## config.mk

```make
export PLATFORM = sky130hd
export DESIGN_NAME = counter_sequencer_flat
export DESIGN_NICKNAME = d
export VERILOG_FILES = /design/src/rtl/counter_seq_pkg.sv /design/src/rtl/counter_sequencer_if.sv /design/src/rtl/counter_seq_cmd_check.sv /design/src/rtl/counter_sequencer.sv /design/src/flat_wrapper.sv
export SDC_FILE = /design/constraint.sdc
export NUM_CORES = 1
export LEC_CHECK = 0
export ABC_AREA = 1
export CAP_MARGIN = 20
export CORE_MARGIN = 10
export CORE_UTILIZATION = 31
export DETAILED_ROUTE_END_ITERATION = 6
export MAX_ROUTING_LAYER = met4
export REMOVE_ABC_BUFFERS = 1
export SYNTH_ARGS = -nofsm -noshare
export SYNTH_HDL_FRONTEND = slang
export SYNTH_SLANG_ARGS = --single-unit
export TNS_END_PERCENT = 10
```

## constraint.sdc

```tcl
create_clock -name clk -period 4.2 [get_ports clk]
set_clock_uncertainty 0.05 [all_clocks]
set_input_delay 1.26 -clock clk [delete_from_list [all_inputs] [get_ports clk]]
set_output_delay 1.26 -clock clk [all_outputs]
set_load 0.02 [all_outputs]
```

## src/rtl/counter_seq_pkg.sv

```systemverilog
// Shared types and default widths for the counter sequencer.
package counter_seq_pkg;

    localparam int unsigned CNT_W  = 8;
    localparam int unsigned WRAP_W = 8;

    typedef enum logic [1:0] {
        IDLE,
        LOAD,
        RUN,
        DONE
    } seq_state_t;

    typedef struct packed {
        logic [CNT_W-1:0]  load;
        logic [CNT_W-1:0]  mod;
        logic [WRAP_W-1:0] wraps;
    } seq_cmd_t;

endpackage

```

## src/rtl/counter_sequencer_if.sv

```systemverilog
// Command valid/ready channel between the host and the counter sequencer.
interface counter_sequencer_if
    import counter_seq_pkg::*;
#(
    parameter int unsigned WIDTH = CNT_W,
    parameter int unsigned WRAPW = WRAP_W
);

    logic             cmd_valid;
    logic             cmd_ready;
    logic [WIDTH-1:0] cmd_load;
    logic [WIDTH-1:0] cmd_mod;
    logic [WRAPW-1:0] cmd_wraps;

    modport master (
        output cmd_valid, cmd_load, cmd_mod, cmd_wraps,
        input  cmd_ready
    );

    modport slave (
        input  cmd_valid, cmd_load, cmd_mod, cmd_wraps,
        output cmd_ready
    );

endinterface

```

## src/rtl/counter_seq_cmd_check.sv

```systemverilog
// Command legality: the modulus must be at least 2 and the start value below it.
module counter_seq_cmd_check #(
    parameter int unsigned WIDTH = 8
) (
    input  logic [WIDTH-1:0] load,
    input  logic [WIDTH-1:0] mod,
    output logic             legal
);

    assign legal = (mod >= WIDTH'(2)) && (load < mod);

endmodule

```

## src/rtl/counter_sequencer.sv

```systemverilog
// Programs a loadable modulo counter and runs it for a requested number of wraps.
// Define COUNTER_SEQ_QUEUE_EN to add a one-entry pending-command register.
module counter_sequencer
    import counter_seq_pkg::*;
#(
    parameter int unsigned WIDTH = CNT_W,
    parameter int unsigned WRAPW = WRAP_W
) (
    input  logic               clk,
    input  logic               rst,
    counter_sequencer_if.slave cmd,
    input  logic               abort,
    output logic               cnt_load,
    output logic [WIDTH-1:0]   cnt_load_value,
    output logic [WIDTH-1:0]   cnt_mod_value,
    input  logic [WIDTH-1:0]   cnt_count,
    output logic               busy,
    output logic               done,
    output logic               err,
    output logic [WRAPW-1:0]   wraps_seen
);

    seq_state_t       state_q, state_d;
    logic [WIDTH-1:0] load_q, mod_q, next_load, next_mod;
    logic [WRAPW-1:0] cmd_wraps_q, wraps_q, wraps_inc, next_wraps;
    logic             err_q;
    logic             legal, accept, active, wrap_hit, final_wrap, launch;

    counter_seq_cmd_check #(.WIDTH(WIDTH)) u_check (
        .load  (cmd.cmd_load),
        .mod   (cmd.cmd_mod),
        .legal (legal)
    );

    assign accept     = cmd.cmd_valid & cmd.cmd_ready;
    assign active     = (state_q == LOAD) || (state_q == RUN);
    assign wraps_inc  = (&wraps_q) ? wraps_q : wraps_q + WRAPW'(1);
    assign wrap_hit   = (state_q == RUN) && (cnt_count == mod_q - WIDTH'(1));
    assign final_wrap = wrap_hit && (wraps_inc == cmd_wraps_q);

`ifdef COUNTER_SEQ_QUEUE_EN
    logic             pend_valid_q, pend_valid_d, use_pend;
    logic [WIDTH-1:0] pend_load_q, pend_mod_q;
    logic [WRAPW-1:0] pend_wraps_q;

    always_comb begin
        pend_valid_d = pend_valid_q;
        if (use_pend)                       pend_valid_d = 1'b0;
        if (accept && legal && active)      pend_valid_d = 1'b1;
        // abort drops both the running and the pending command
        if (abort && active)                pend_valid_d = 1'b0;
    end

    always_ff @(posedge clk or negedge rst) begin
        if (!rst) begin
            pend_valid_q <= 1'b0;
            pend_load_q  <= '0;
            pend_mod_q   <= '0;
            pend_wraps_q <= '0;
        end else begin
            pend_valid_q <= pend_valid_d;
            if (accept && legal && active) begin
                pend_load_q  <= cmd.cmd_load;
                pend_mod_q   <= cmd.cmd_mod;
                pend_wraps_q <= cmd.cmd_wraps;
            end
        end
    end

    assign next_load  = use_pend ? pend_load_q  : cmd.cmd_load;
    assign next_mod   = use_pend ? pend_mod_q   : cmd.cmd_mod;
    assign next_wraps = use_pend ? pend_wraps_q : cmd.cmd_wraps;
`else
    assign next_load  = cmd.cmd_load;
    assign next_mod   = cmd.cmd_mod;
    assign next_wraps = cmd.cmd_wraps;
`endif

    always_ff @(posedge clk or negedge rst) begin
        if (!rst) state_q <= IDLE;
        else      state_q <= state_d;
    end

    always_comb begin
        state_d = state_q;
        launch  = 1'b0;
`ifdef COUNTER_SEQ_QUEUE_EN
        use_pend = 1'b0;
`endif
        unique case (state_q)
            IDLE: begin
                if (accept && legal) begin
                    launch  = 1'b1;
                    state_d = LOAD;
                end
            end
            LOAD: begin
                if (abort)                  state_d = IDLE;
                else if (cmd_wraps_q == '0) state_d = DONE;
                else                        state_d = RUN;
            end
            RUN: begin
                if (abort)           state_d = IDLE;
                else if (final_wrap) state_d = DONE;
            end
            DONE: begin
                state_d = IDLE;
`ifdef COUNTER_SEQ_QUEUE_EN
                if (pend_valid_q) begin
                    launch   = 1'b1;
                    use_pend = 1'b1;
                    state_d  = LOAD;
                end else if (accept && legal) begin
                    launch  = 1'b1;
                    state_d = LOAD;
                end
`endif
            end
            default: state_d = IDLE;
        endcase
    end

    always_comb begin
        cnt_load = (state_q == LOAD);
        busy     = active;
        done     = (state_q == DONE);
`ifdef COUNTER_SEQ_QUEUE_EN
        cmd.cmd_ready = !pend_valid_q;
`else
        cmd.cmd_ready = (state_q == IDLE);
`endif
    end

    // Counter programming values persist after completion; the counter free-runs on them.
    always_ff @(posedge clk or negedge rst) begin
        if (!rst) begin
            err_q       <= 1'b0;
            load_q      <= '0;
            mod_q       <= '0;
            cmd_wraps_q <= '0;
            wraps_q     <= '0;
        end else begin
            err_q <= accept && !legal;
            if (launch) begin
                load_q      <= next_load;
                mod_q       <= next_mod;
                cmd_wraps_q <= next_wraps;
                wraps_q     <= '0;
            end else if (wrap_hit && !abort) begin
                wraps_q <= wraps_inc;
            end
        end
    end

    assign cnt_load_value = load_q;
    assign cnt_mod_value  = mod_q;
    assign err            = err_q;
    assign wraps_seen     = wraps_q;

endmodule
```

## src/flat_wrapper.sv

```systemverilog
// flat-port wrapper written by rule: the top's interface ports become plain ports
module counter_sequencer_flat import counter_seq_pkg::*;
#(
    parameter int unsigned WIDTH = CNT_W,
    parameter int unsigned WRAPW = WRAP_W
)
  (clk, rst, abort, cnt_load, cnt_load_value, cnt_mod_value, cnt_count, busy, done, err, wraps_seen, cmd_cmd_valid, cmd_cmd_load, cmd_cmd_mod, cmd_cmd_wraps, cmd_cmd_ready);
  counter_sequencer_if #(.WIDTH(WIDTH), .WRAPW(WRAPW)) cmd_i ();
  input  logic clk;
  input  logic rst;
  input  logic abort;
  output logic cnt_load;
  output logic [WIDTH-1:0] cnt_load_value;
  output logic [WIDTH-1:0] cnt_mod_value;
  input  logic [WIDTH-1:0] cnt_count;
  output logic busy;
  output logic done;
  output logic err;
  output logic [WRAPW-1:0] wraps_seen;
  input wire logic [$bits(cmd_i.cmd_valid)-1:0] cmd_cmd_valid;
  input wire logic [$bits(cmd_i.cmd_load)-1:0] cmd_cmd_load;
  input wire logic [$bits(cmd_i.cmd_mod)-1:0] cmd_cmd_mod;
  input wire logic [$bits(cmd_i.cmd_wraps)-1:0] cmd_cmd_wraps;
  output wire logic [$bits(cmd_i.cmd_ready)-1:0] cmd_cmd_ready;
  assign cmd_i.cmd_valid = cmd_cmd_valid;
  assign cmd_i.cmd_load = cmd_cmd_load;
  assign cmd_i.cmd_mod = cmd_cmd_mod;
  assign cmd_i.cmd_wraps = cmd_cmd_wraps;
  assign cmd_cmd_ready = cmd_i.cmd_ready;
  counter_sequencer #(.WIDTH(WIDTH), .WRAPW(WRAPW)) u_core (.clk(clk), .rst(rst), .cmd(cmd_i), .abort(abort), .cnt_load(cnt_load), .cnt_load_value(cnt_load_value), .cnt_mod_value(cnt_mod_value), .cnt_count(cnt_count), .busy(busy), .done(done), .err(err), .wraps_seen(wraps_seen));
endmodule
```

==> results.sh, run 1 <==
export IMPL_status="complete, no violations"
export IMPL_p_sw_share_pct=43.9
export IMPL_synthesis_area_um2=2440
export IMPL_clk_insertion_delay_late_ns=0.29
export IMPL_cts_resized=0
export IMPL_crit_chain="clkdlybuf4s50_1, inv_1, ha_1, a21oi_1, nor2_1, a211oi_1, nand4_1, inv_2, buf_12, o21ai_0"
export IMPL_multiInputGateArea_um2=1340
export IMPL_cp_start_kind="input port"
export IMPL_arrival_ns=3.34
export IMPL_clkSlewWorstSetupHoldPaths_ns=0.08
export IMPL_fp_dieW_um=109
export IMPL_routed_via_density=4.52
export IMPL_critPathMaxFanout=18
export IMPL_ys_warn_count=0
export IMPL_finalCriticalPeriod_ns=3.21
export IMPL_setup_tns_ns=0
export IMPL_maxCapViolations=0
export IMPL_finalMaxSlewViolations=0
export IMPL_nets=460
export IMPL_slowest_stage="clkdlybuf4s50_1"
export IMPL_io_buffers=64
export IMPL_cts_hold_buf=0
export IMPL_grt_max_degree=36
export IMPL_yosysSeqAreaShare_pct=36.0
export IMPL_post_cts_setup_buffers=0
export IMPL_root_buffer="clkbuf_8"
export IMPL_peakVddDrop_mv=0.236
export IMPL_routedWlPerCell_um=12.7
export IMPL_combPwrFrac_pct=53.2
export IMPL_clockPowerShare_pct=14.0
export IMPL_intPower_mw=0.984
export IMPL_setup_viol=0
export IMPL_placed_cell_area_um2=3190
export IMPL_areaGrowthSynthToFinish_pct=34.6
export IMPL_hold_violations=0
export IMPL_endpoint_kind="register"
export IMPL_cts_num_sinks=35
export IMPL_switchingPower_mw=0.769
export IMPL_routed_wl_mm=6.51
export IMPL_layout_drive_gt1_share_pct=10.7
export IMPL_htree_levels=2
export IMPL_gr_usage_all_layers_pct=11.8
export IMPL_critical_path_class="input port to register"
export IMPL_stdcell_area_um2=3280
export IMPL_synth_cell_types=30
export IMPL_drt_pass1_iter_count=4
export IMPL_grt_pass1_wl_mm=11.1
export IMPL_p_leak_nw=1.58
export IMPL_antenna_found_initial=0
export IMPL_start_util_pct=31.7
export IMPL_synthCells=343
export IMPL_fill_cells=830
export IMPL_ys_flop_type="dfrtp_1"
export IMPL_clock_fmax_ghz=0.312
export IMPL_drtIter0Drc=108
export IMPL_grt_pass1_vias=2322
export IMPL_drc=0
export IMPL_cts_tree="yes"
export IMPL_num_io_pins=65
export IMPL_powerDensity_nw_per_um2=534
export IMPL_fin_crit_sh_pct=76.4
export IMPL_crit_family="buffers and inverters"
export IMPL_antenna_left=0
export IMPL_rows=32
export IMPL_worst_pin_slew_ns=0.473
export IMPL_core_area_um2=7690
export IMPL_post_dp_hpwl_mm=5.26
export IMPL_cts_buffers=5
export IMPL_vias=2321
export IMPL_grt_setup_unrepaired="no"
export IMPL_seq_power_share_pct=32.8
export IMPL_hold_depth=2
export IMPL_grt_ovfl_total=0
export IMPL_synth_edf_count=0
export IMPL_critPathMaxStageDelay_ns=0.48
export IMPL_synthArstFlopShare_pct=100
export IMPL_syn_avg_cell_area_um2=7.10
export IMPL_path_buf_inv=4
export IMPL_num_antenna_cells=0
export IMPL_holdWs_ns=0.432
export IMPL_crit_cells=10
export IMPL_gp_congestion=0.828
export IMPL_ff2ff_path_depth=12
export IMPL_hp_class="register to register"
export IMPL_synth_seq_cells=35
export IMPL_relSlewSlack_pct=68.5
export IMPL_dieArea_um2=11800
export IMPL_seq_area_um2=876
export IMPL_die_height_um=109
export IMPL_cts_buffer_depth=2
export IMPL_crit_required_ns=4.33
==> cell usage in the layout (no fill, tap or decap), drive strengths merged <==
master	count
o21ai	28
nor2	34
nor4	1
clkdlybuf4s50	64
dfrtp	35
clkinvlp	1
xnor2	5
a21oi	3
clkinv	1
o21bai	1
or2	1
nand4	7
xor2	4
nand3	24
ha	13
clkbuf	6
nand3b	2
buf	3
inv	46
a211oi	1
o41ai	1
nand2	131
==> stage by stage <==
stage | power (mW) | instances | util [%] | setup WS, ns
2_1_floorplan | 1.14 | 337 | - | 0.740
3_3_place_gp | 1.51 | 506 | 41.6 | 0.770
3_5_place_dp | 1.52 | 506 | 41.6 | 0.696
4_1_cts | 1.77 | 514 | 42.7 | 1.00
5_1_grt | 1.92 | 514 | 42.7 | 0.722
6_report | 1.75 | 514 | 42.7 | 0.991
==> cells by family (layout without fill, tap and decap cells) <==
logic type,after synthesis,after routing,synth area share [%]
AOI/OAI and AO/OA,34,34,8.58
xor gates and xnor gates,9,9,3.24
adders and majority gates,13,13,6.68
buffers and inverters,52,121,8.94
DFF,35,35,36.0
and+or+nand+nor,200,200,36.6
==> routing by layer <==
metal / track usage, % / vias up / routed length [um]
met5: - / - / 0
met4: 3.39 / 0 / 89
met3: 2.48 / 6 / 298
met2: 18.7 / 57 / 3000
met1: 14.8 / 1046 / 3120
li1: - / 1212 / -
==> worst register-to-register path, delay by kind of cell (launching register included) <==
kind,cells,cell delay [ns]
AOI/OAI and AO/OA,1,0.08
adders and majority gates,1,0.31
DFF,1,0.43
xor gates and xnor gates,1,0.19
buffers and inverters,1,0.12
and+or+nand+nor,8,0.96
==> layout make-up <==
type	instances	area share, %
tap	102	3.89
multi-input combinational	256	40.9
sequential	35	26.7
clock inverter	2	0.382
timing repair buffer	67	20.6
inverter	46	5.27
clock buffer	6	2.21
==> state kept, by name (all words and copies together) (netlist names) <==
name	cells
u_core.err	1
u_core.cnt_mod_value	8
u_core.wraps_seen	8
u_core.cmd_wraps_q	8
u_core.cnt_load_value	8
u_core.state_q	2
==> synthesized netlist by cell type (2+ instances only) <==
library cell	count	area (um2)
a21oi_1	3	15.0
buf_2	2	10.0
clkbuf_1	2	7.51
dfrtp_1	35	876
ha_1	13	163
inv_1	43	161
inv_2	3	11.3
nand2_1	124	465
nand2_2	6	37.5
nand3_1	23	115
nand3b_1	2	15.0
nand4_1	7	43.8
nor2_1	20	75.1
nor2_2	12	75.1
o21ai_0	12	60.1
o21ai_1	8	40.0
o21ai_2	8	70.1
xnor2_1	5	43.8
xor2_1	4	35.0
==> power groups by stage <==
stage / Combinational, mW / Sequential [mW] / Clock (mW)
after global routing: 1.05 / 0.597 / 0.267
final: 0.932 / 0.575 / 0.245
after global placement: 0.927 / 0.581 / 0
after floorplan: 0.494 / 0.646 / 0
after CTS: 0.949 / 0.576 / 0.249
after detailed placement: 0.944 / 0.581 / 0
==> worst paths after layout <==
check	from	to	slack (ns)
max in group asynchronous	rst	u_core.state_q[0]	2.43
worst max-delay path	cmd_cmd_mod[5]	u_core.cmd_wraps_q[7]	0.99
min in group asynchronous	rst	u_core.wraps_seen[6]	1.33
worst min-delay path	u_core.cnt_load_value[5]	u_core.cnt_load_value[5]	0.43
worst min register to register	u_core.cnt_load_value[5]	u_core.cnt_load_value[5]	0.43
worst max register to register	u_core.cnt_mod_value[0]	u_core.wraps_seen[2]	1.95
Note: power is estimated with default switching activity, not from simulation.
==> inputs of run 2 (changes only) <==
Clock period 4.2 ns to 3.24 ns, I/O delays scaled along.
==> run 2 against run 1 <==
Power rose by 30%. Sequential share of layout area fell by 0.13 points. Via count fell by 1.1%. Setup slack got worse by 0.61 ns. Largest cell class unchanged.
==> results.sh, run 2 (same netlist as run 1, synthesis figures left out) <==
export IMPL_gp_congestion=0.817
export IMPL_peakVddDrop_mv=0.342
export IMPL_fp_dieW_um=109
export IMPL_die_height_um=109
export IMPL_dieArea_um2=11800
export IMPL_io_buffers=64
export IMPL_fin_crit_sh_pct=88.3
export IMPL_stdcell_area_um2=3300
export IMPL_rows=32
export IMPL_grt_setup_unrepaired="no"
export IMPL_grt_max_degree=36
export IMPL_clkSlewWorstSetupHoldPaths_ns=0.07
export IMPL_slowest_stage="clkdlybuf4s50_1"
export IMPL_root_buffer="clkbuf_8"
export IMPL_relSlewSlack_pct=69.4
export IMPL_htree_levels=2
export IMPL_num_antenna_cells=0
export IMPL_status="complete, no violations"
export IMPL_antenna_found_initial=0
export IMPL_placed_cell_area_um2=3210
export IMPL_clock_fmax_ghz=0.350
export IMPL_post_dp_hpwl_mm=5.10
export IMPL_critPathMaxStageDelay_ns=0.48
export IMPL_cts_buffers=5
export IMPL_routed_via_density=4.46
export IMPL_post_cts_setup_buffers=0
export IMPL_layout_drive_gt1_share_pct=10.7
export IMPL_hp_class="register to register"
export IMPL_drt_pass1_iter_count=4
export IMPL_cp_start_kind="input port"
export IMPL_cts_hold_buf=0
export IMPL_setup_viol=0
export IMPL_critPathMaxFanout=25
export IMPL_crit_chain="clkdlybuf4s50_1, inv_1, ha_1, a21oi_1, nor2_1, a211oi_1, nand4_1, buf_4, nand2_1, nand2_1, nand2_1, nand2_1"
export IMPL_routed_wl_mm=6.39
export IMPL_fill_cells=834
export IMPL_clk_insertion_delay_late_ns=0.29
export IMPL_cts_num_sinks=35
export IMPL_multiInputGateArea_um2=1340
export IMPL_cts_tree="yes"
export IMPL_maxCapViolations=0
export IMPL_areaGrowthSynthToFinish_pct=35.3
export IMPL_endpoint_kind="register"
export IMPL_final_common_cell="nand2_1"
export IMPL_start_util_pct=31.7
export IMPL_preCtsSetupSlack_ns=0.100
export IMPL_critical_path_class="input port to register"
export IMPL_gr_usage_all_layers_pct=11.5
export IMPL_num_io_pins=65
export IMPL_powerDensity_nw_per_um2=689
export IMPL_setup_ws_ns=0.380
export IMPL_core_area_um2=7690
export IMPL_grt_pass1_vias=2304
export IMPL_nets=461
export IMPL_p_leak_nw=1.59
export IMPL_finalCriticalPeriod_ns=2.86
export IMPL_drtIter0Drc=135
export IMPL_routedWlPerCell_um=12.4
export IMPL_cts_resized=0
export IMPL_vias=2296
export IMPL_grt_pass1_wl_mm=10.8
export IMPL_cts_buffer_depth=2
export IMPL_finalMaxSlewViolations=0
export IMPL_crit_required_ns=3.37
export IMPL_setup_tns_ns=0
export IMPL_grt_ovfl_total=0
export IMPL_mostFrequentLayoutCells="nand2_1 (124), clkdlybuf4s50_1 (64), inv_1 (43)"
export IMPL_total_power_mw=2.27
export IMPL_drc=0
export IMPL_seq_area_um2=876
export IMPL_antenna_left=0
export IMPL_worst_path_most_repeated_cell="nand2_1"
export IMPL_arrival_ns=2.99
export IMPL_worst_pin_slew_ns=0.458
export IMPL_hold_violations=0
==> run 2: cell type report <==
type | count | area share [%]
Inverter | 46 | 5.24
Clock inverter | 1 | 0.152
Clock buffer | 7 | 2.32
Timing Repair Buffer | 68 | 21.1
Sequential cell | 35 | 26.6
Tap cell | 102 | 3.87
Multi-Input combinational cell | 256 | 40.7
==> run 2: path summary, 6_finish.rpt <==
kind | from | endpoint | slack, ns | cells past startpoint
worst max-delay path | cmd_cmd_mod[5] | u_core.state_q[1] | 0.38 | 12
worst min-delay path | u_core.cnt_load_value[5] | u_core.cnt_load_value[5] | 0.43 | 2
worst max register to register | u_core.cnt_mod_value[0] | u_core.wraps_seen[2] | 0.95 | 12
worst min register to register | u_core.cnt_load_value[5] | u_core.cnt_load_value[5] | 0.43 | 2
max in group asynchronous | rst | u_core.wraps_seen[2] | 1.76 | 2
min in group asynchronous | rst | u_core.wraps_seen[6] | 1.04 | 2
==> run 2: per-layer routing <==
layer	track usage [%]	vias up	wire, um
li1	-	1215	-
met1	13.6	1034	2960
met2	19.1	41	3050
met3	2.48	6	273
met4	3.67	0	97
met5	-	-	0
==> run 2: power breakdown <==
group / switching [mW] / leakage, nW / internal [mW]
sequential: 0.150 / 0.449 / 0.593
combinational: 0.678 / 1.10 / 0.543
clock: 0.155 / 0.0422 / 0.151
==> run 2: metrics by stage <==
step / std cells / utilization (%) / hold slack (ns)
finish: 515 / 42.9 / 0.431
global route: 515 / 42.9 / 0.470
CTS: 515 / 42.9 / 0.439
detailed placement: 507 / 41.8 / 0.419
global placement: 507 / 41.8 / 0.414
floorplan: 337 / - / 0.440
==> run 2: worst max-delay path: cells and delay by family <==
kind	cells	cell delay [ns]
compound gates	2	0.40
fa+ha+maj	1	0.32
buf+inv	3	0.79
simple gates	6	0.51
